`src/rtl/tt_um_yavar_counter_if.sv`:
```
// Pin bundle of the TinyTapeout user frame, minus clk/rst_n.
// master drives ui/uio/ena, slave drives uo/uio_out/uio_oe.
interface tt_um_yavar_counter_if;
  logic       ena;
  logic [7:0] ui_in;
  logic [7:0] uo_out;
  logic [7:0] uio_in;
  logic [7:0] uio_out;
  logic [7:0] uio_oe;

  modport master (
    output ena,
    output ui_in,
    output uio_in,
    input  uo_out,
    input  uio_out,
    input  uio_oe
  );

  modport slave (
    input  ena,
    input  ui_in,
    input  uio_in,
    output uo_out,
    output uio_out,
    output uio_oe
  );
endinterface

```
`src/rtl/tt_um_yavar_counter.sv`:
```
// 4-bit up/down counter tile: load, clear, modulus limit, prescaler.
// Ports: clk, rst_n, ena, ui_in, uo_out, uio_in, uio_out, uio_oe.
module counter_stage (
  input  logic clk,
  input  logic rst_n,
  tt_um_yavar_counter_if.slave pins
);

  logic       cen;
  logic       dir;
  logic       ld;
  logic       clr;
  logic [3:0] lval;
  logic [3:0] lim;
  logic [3:0] ps;

  assign cen  = pins.ui_in[0];
  assign dir  = pins.ui_in[1];
  assign ld   = pins.ui_in[2];
  assign clr  = pins.ui_in[3];
  assign lval = pins.ui_in[7:4];
  assign lim  = pins.uio_in[3:0];
  assign ps   = pins.uio_in[7:4];

  logic [3:0] count;
  logic [3:0] count_nx;
  logic [3:0] pre;
  logic [3:0] pre_nx;
  logic       tc;
  logic       tc_nx;

  logic [3:0] step_cnt;
  logic       step_tc;

  // Step result if the prescaler lets this edge through.
  always_comb begin
    step_cnt = count;
    step_tc  = 1'b0;
    if (!dir) begin
      if (count >= lim) begin
        step_cnt = 4'd0;
        step_tc  = 1'b1;
      end else begin
        step_cnt = count + 4'd1;
      end
    end else begin
      if (count == 4'd0) begin
        step_cnt = lim;
        step_tc  = 1'b1;
      end else begin
        step_cnt = count - 4'd1;
      end
    end
  end

  // Clear > load > count > hold; all frozen while ena is low.
  // pre wraps naturally at 15->0 when P was lowered below it.
  always_comb begin
    count_nx = count;
    pre_nx   = pre;
    tc_nx    = tc;
    if (pins.ena) begin
      if (clr) begin
        count_nx = 4'd0;
        pre_nx   = 4'd0;
        tc_nx    = 1'b0;
      end else if (ld) begin
        count_nx = lval;
        pre_nx   = 4'd0;
        tc_nx    = 1'b0;
      end else if (cen) begin
        if (pre == ps) begin
          pre_nx   = 4'd0;
          count_nx = step_cnt;
          tc_nx    = step_tc;
        end else begin
          pre_nx = pre + 4'd1;
          tc_nx  = 1'b0;
        end
      end else begin
        tc_nx = 1'b0;
      end
    end
  end

  always_ff @(posedge clk or negedge rst_n) begin
    if (!rst_n) begin
      count <= 4'd0;
      pre   <= 4'd0;
      tc    <= 1'b0;
    end else begin
      count <= count_nx;
      pre   <= pre_nx;
      tc    <= tc_nx;
    end
  end

  logic run;
  assign run = pins.ena & cen & ~ld & ~clr;

  assign pins.uo_out = {
    run,
    (count == 4'd0),
    dir,
    tc,
    count
  };

  assign pins.uio_out = 8'h00;
  assign pins.uio_oe  = 8'h00;

endmodule

module tt_um_yavar_counter (
  input  logic       clk,
  input  logic       rst_n,
  input  logic       ena,
  input  logic [7:0] ui_in,
  output logic [7:0] uo_out,
  input  logic [7:0] uio_in,
  output logic [7:0] uio_out,
  output logic [7:0] uio_oe
);

  tt_um_yavar_counter_if pins ();

  assign pins.ena    = ena;
  assign pins.ui_in  = ui_in;
  assign pins.uio_in = uio_in;
  assign uo_out      = pins.uo_out;
  assign uio_out     = pins.uio_out;
  assign uio_oe      = pins.uio_oe;

  counter_stage u_stage (
    .clk   (clk),
    .rst_n (rst_n),
    .pins  (pins.slave)
  );

endmodule

```
`config.mk`:
```
export PLATFORM = sky130hd
export DESIGN_NAME = tt_um_yavar_counter
export DESIGN_NICKNAME = d
export VERILOG_FILES = /design/src/rtl/tt_um_yavar_counter_if.sv /design/src/rtl/tt_um_yavar_counter.sv
export SDC_FILE = /design/constraint.sdc
export NUM_CORES = 1
export LEC_CHECK = 0
export BUFFER_PORTS_ARGS = -buffer_cell sky130_fd_sc_hd__buf_2
export CAP_MARGIN = 20
export CORE_UTILIZATION = 43
export DETAILED_ROUTE_END_ITERATION = 7
export MAX_ROUTING_LAYER = met4
export PLACE_DENSITY = 0.82
export SLEW_MARGIN = 30
export SYNTH_ARGS = -nofsm -noshare
export SYNTH_HDL_FRONTEND = slang
export SYNTH_SLANG_ARGS = --single-unit
```
`constraint.sdc`:
```
create_clock -name clk -period 2.1 [get_ports clk]
set_clock_uncertainty 0.15 [all_clocks]
set_input_delay 0.21 -clock clk [delete_from_list [all_inputs] [get_ports clk]]
set_output_delay 0.21 -clock clk [all_outputs]
set_load 0.1 [all_outputs]
```
==> impl_summary.log <==
INFO  metric finalNetCount = between 150 and 200
INFO  metric cap_violations = 0
INFO  metric yosysWarnings = 0
INFO  metric std_cell_rows = 17
INFO  metric async_reset_ff_share = 100.0%
INFO  metric critPathRequiredTime = approximately 1700 ps
INFO  metric synth-seq-area-share = 22.56%
INFO  metric synthDominantCellAreaShare = 22.56%
INFO  metric critPathLaunchType = flop
INFO  metric io_pins = 43
INFO  metric num_vias = 908
INFO  metric grt_setup_unrepaired = true
INFO  metric layout.cells.most_common_list = buf_2, conb_1, nand2_1
INFO  metric grt_overflow = 0
INFO  metric area_growth_synth_to_finish = 25.31%
INFO  metric min_path_type = primary input to flop
INFO  metric timing_worst_setup_path_type = flop to primary output
INFO  metric synth_area_leaders = dfrtp_1, buf_4, ha_1, xor2_1, nand2_1
INFO  metric clock_sink_count = 9
INFO  metric core_area = 2191 sq um
INFO  metric die_height = 50.19 microns
INFO  metric power.leakage = between 0.0006 and 0.0007 uW
INFO  metric clk-insertion-delay-late = 260 ps
INFO  metric irDropWorstVdd = around 0.79 mV
INFO  metric run_status = complete, no violations
INFO  metric worst_setup_hold_path_clk_slew = 60 ps
INFO  metric cts_made_buffers = 3
INFO  metric remaining_drc_errors = 0
INFO  metric whs = about 80 ps
INFO  metric critPathArrivalTime = 1660 ps
INFO  metric syn_avg_cell_area = 8.682 sq um
INFO  metric timing.final.crit_share = 96.32%
INFO  metric synth-seq-cells = 9
INFO  metric drt.antenna.violating_nets = 0
INFO  metric finalSetupViolCount = 0
INFO  metric via_per_inst = slightly above 5
INFO  metric die_area = 2519 sq um
INFO  metric mostFrequentLayoutCell = buf_2
INFO  metric crit_path_end_kind = primary output
INFO  metric grt_pass1_wl = about 3.7 mm
INFO  metric antenna_found_initial = 0
INFO  metric gate_count_of_the_mapped_netlist = 115
INFO  metric synth_top_cell_by_area = dfrtp_1
INFO  metric grt_pass1_vias = slightly below 800
INFO  metric numPortBuffers = 26
INFO  metric finalHoldViolations = 0
INFO  metric grt_max_degree = 13
INFO  metric dpl.hpwl = 1.796 mm
INFO  metric yosys.cell_types.count = 36
INFO  metric grt_usage = 19.87%
INFO  metric fmax = 0.4944 GHz
INFO  metric report.final.slew_viol_count = 0
INFO  metric crit_path_time_final = 2023 ps
INFO  metric n_antenna_cell = 0
INFO  metric powerDensity = 802.9 nW/um^2
INFO  metric die-width = 50.19 microns
INFO  metric cts.path.max_buffers = 2
INFO  metric crit_fanout = 6
INFO  metric dr.pass1.iters = 4
INFO  metric drt_wl_total = around 2.3 mm
INFO  metric gp_congestion = 0.8983
INFO  metric cts_tree = built
INFO  metric htreeDepth = 1
INFO  metric yosys_most_used_dff = dfrtp_1
INFO  metric synthesis.area = between 900 and 1000 sq um
INFO  metric total_power = 1005 uW
INFO  metric detail_route.wl_per_cell = 12.80 microns
INFO  metric initial_core_util = 45.57%
INFO  metric drtIter0Drc = 9
INFO  metric synth-edff-count = 0
INFO  metric drive_gt1_share = 36.91%
INFO  metric cts_root_buf = clkbuf_4
## layout make-up
| cell class | count | area, sq um |
|---|---|---|
| well taps | 28 | 35.03 |
| repair buffers | 36 | 222.7 |
| inverters | 8 | 35.03 |
| fillers | 211 | 939.7 |
| multi-input cells | 92 | 691.9 |
| flip-flops and latches | 9 | 240.2 |
| clock buffers | 4 | 26.28 |
## synthesized netlist by cell type, types with 2 or more instances
| master | instances |
|---|---|
| o21ai_0 | 3 |
| nor2b_1 | 3 |
| dfrtp_1 | 9 |
| buf_4 | 19 |
| ha_1 | 8 |
| nand3_1 | 2 |
| a21oi_1 | 3 |
| o31ai_1 | 4 |
| a31oi_1 | 2 |
| nand2_1 | 10 |
| xnor2_1 | 2 |
| and2_1 | 2 |
| inv_1 | 8 |
| nand2b_1 | 2 |
| nor3b_2 | 3 |
| a22o_1 | 4 |
| xor2_1 | 5 |
| clkbuf_1 | 2 |
| nor2_1 | 7 |
## per-layer routing
layer  vias to the layer above  share of wire [%]  global-route usage [%]
met5                         -                  0                       -
met4                         0                1.3                   7.143
met3                         3                4.6                   2.727
met2                        32                 49                   32.67
met1                       432                 45                   24.67
li1                        441                  -                       -
## critical path: stages (launching register included)
cell	delay, ps
dfrtp_4	490
buf_4	170
inv_4	70
ha_4	160
nor3b_4	190
buf_4	150
buf_12	160
## sequential cells by signal, indices dropped and copies added (netlist names)
name / count
u_stage.tc: 1
u_stage.pre: 4
u_stage.count: 4
## metrics by stage
stage          setup slack, ps  TNS, ps  util (%)  instances  instance area, sq um
4_1_cts                  16.74        0     56.37        176                  1235
3_3_place_gp             55.35        0     53.68        170                  1176
6_report                 77.20        0     57.11        177                  1251
2_1_floorplan           -548.0   -741.3         -        130                  1094
5_1_grt                 -32.05   -51.56     57.11        177                  1251
3_5_place_dp            -9.560   -9.560     53.68        170                  1176
## report_power, final
part / total (uW) / leakage, uW / internal [uW] / switching [uW]
clock network: 135 / 0.0000150 / 73.3 / 61.3
registers: 210 / 0.000115 / 196 / 13.8
logic: 660 / 0.000487 / 203 / 457
## final timing paths
kind,start,end,slack (ps),cells past startpoint
max,u_stage.count[1]$_DFFE_PN0P_,uo_out[6],80,6
min in group asynchronous,rst_n,u_stage.pre[0]$_DFFE_PN0P_,180,2
max in group asynchronous,rst_n,u_stage.count[2]$_DFFE_PN0P_,1410,2
min,ui_in[3],u_stage.count[1]$_DFFE_PN0P_,80,2
max reg2reg,u_stage.count[1]$_DFFE_PN0P_,u_stage.count[3]$_DFFE_PN0P_,80,6
min reg2reg,u_stage.tc$_DFFE_PN0P_,u_stage.tc$_DFFE_PN0P_,380,2
## repair_timing
action                                  4_1_cts  5_1_grt
hold buffers                                  1        0
endpoints found under the setup margin        1        3
setup buffers                                 1        1
gates resized for setup                       2        2
hold endpoints to repair                      9        0
pin swaps                                     6        5
## kinds of logic after synthesis
group                    after synthesis  share of synthesized area (%)
flip-flops                             9                          22.56
buffers and inverters                 29                          18.05
XOR/XNOR                               7                          6.140
adder cells (fa/ha/maj)                8                          10.03
multiplexers                           1                          1.003
other                                  1                         0.3756
AND/OR/NAND/NOR                       34                          21.68
AO/OA/AOI/OAI                         26                          20.18
Note: power is estimated with default switching activity, not from simulation.
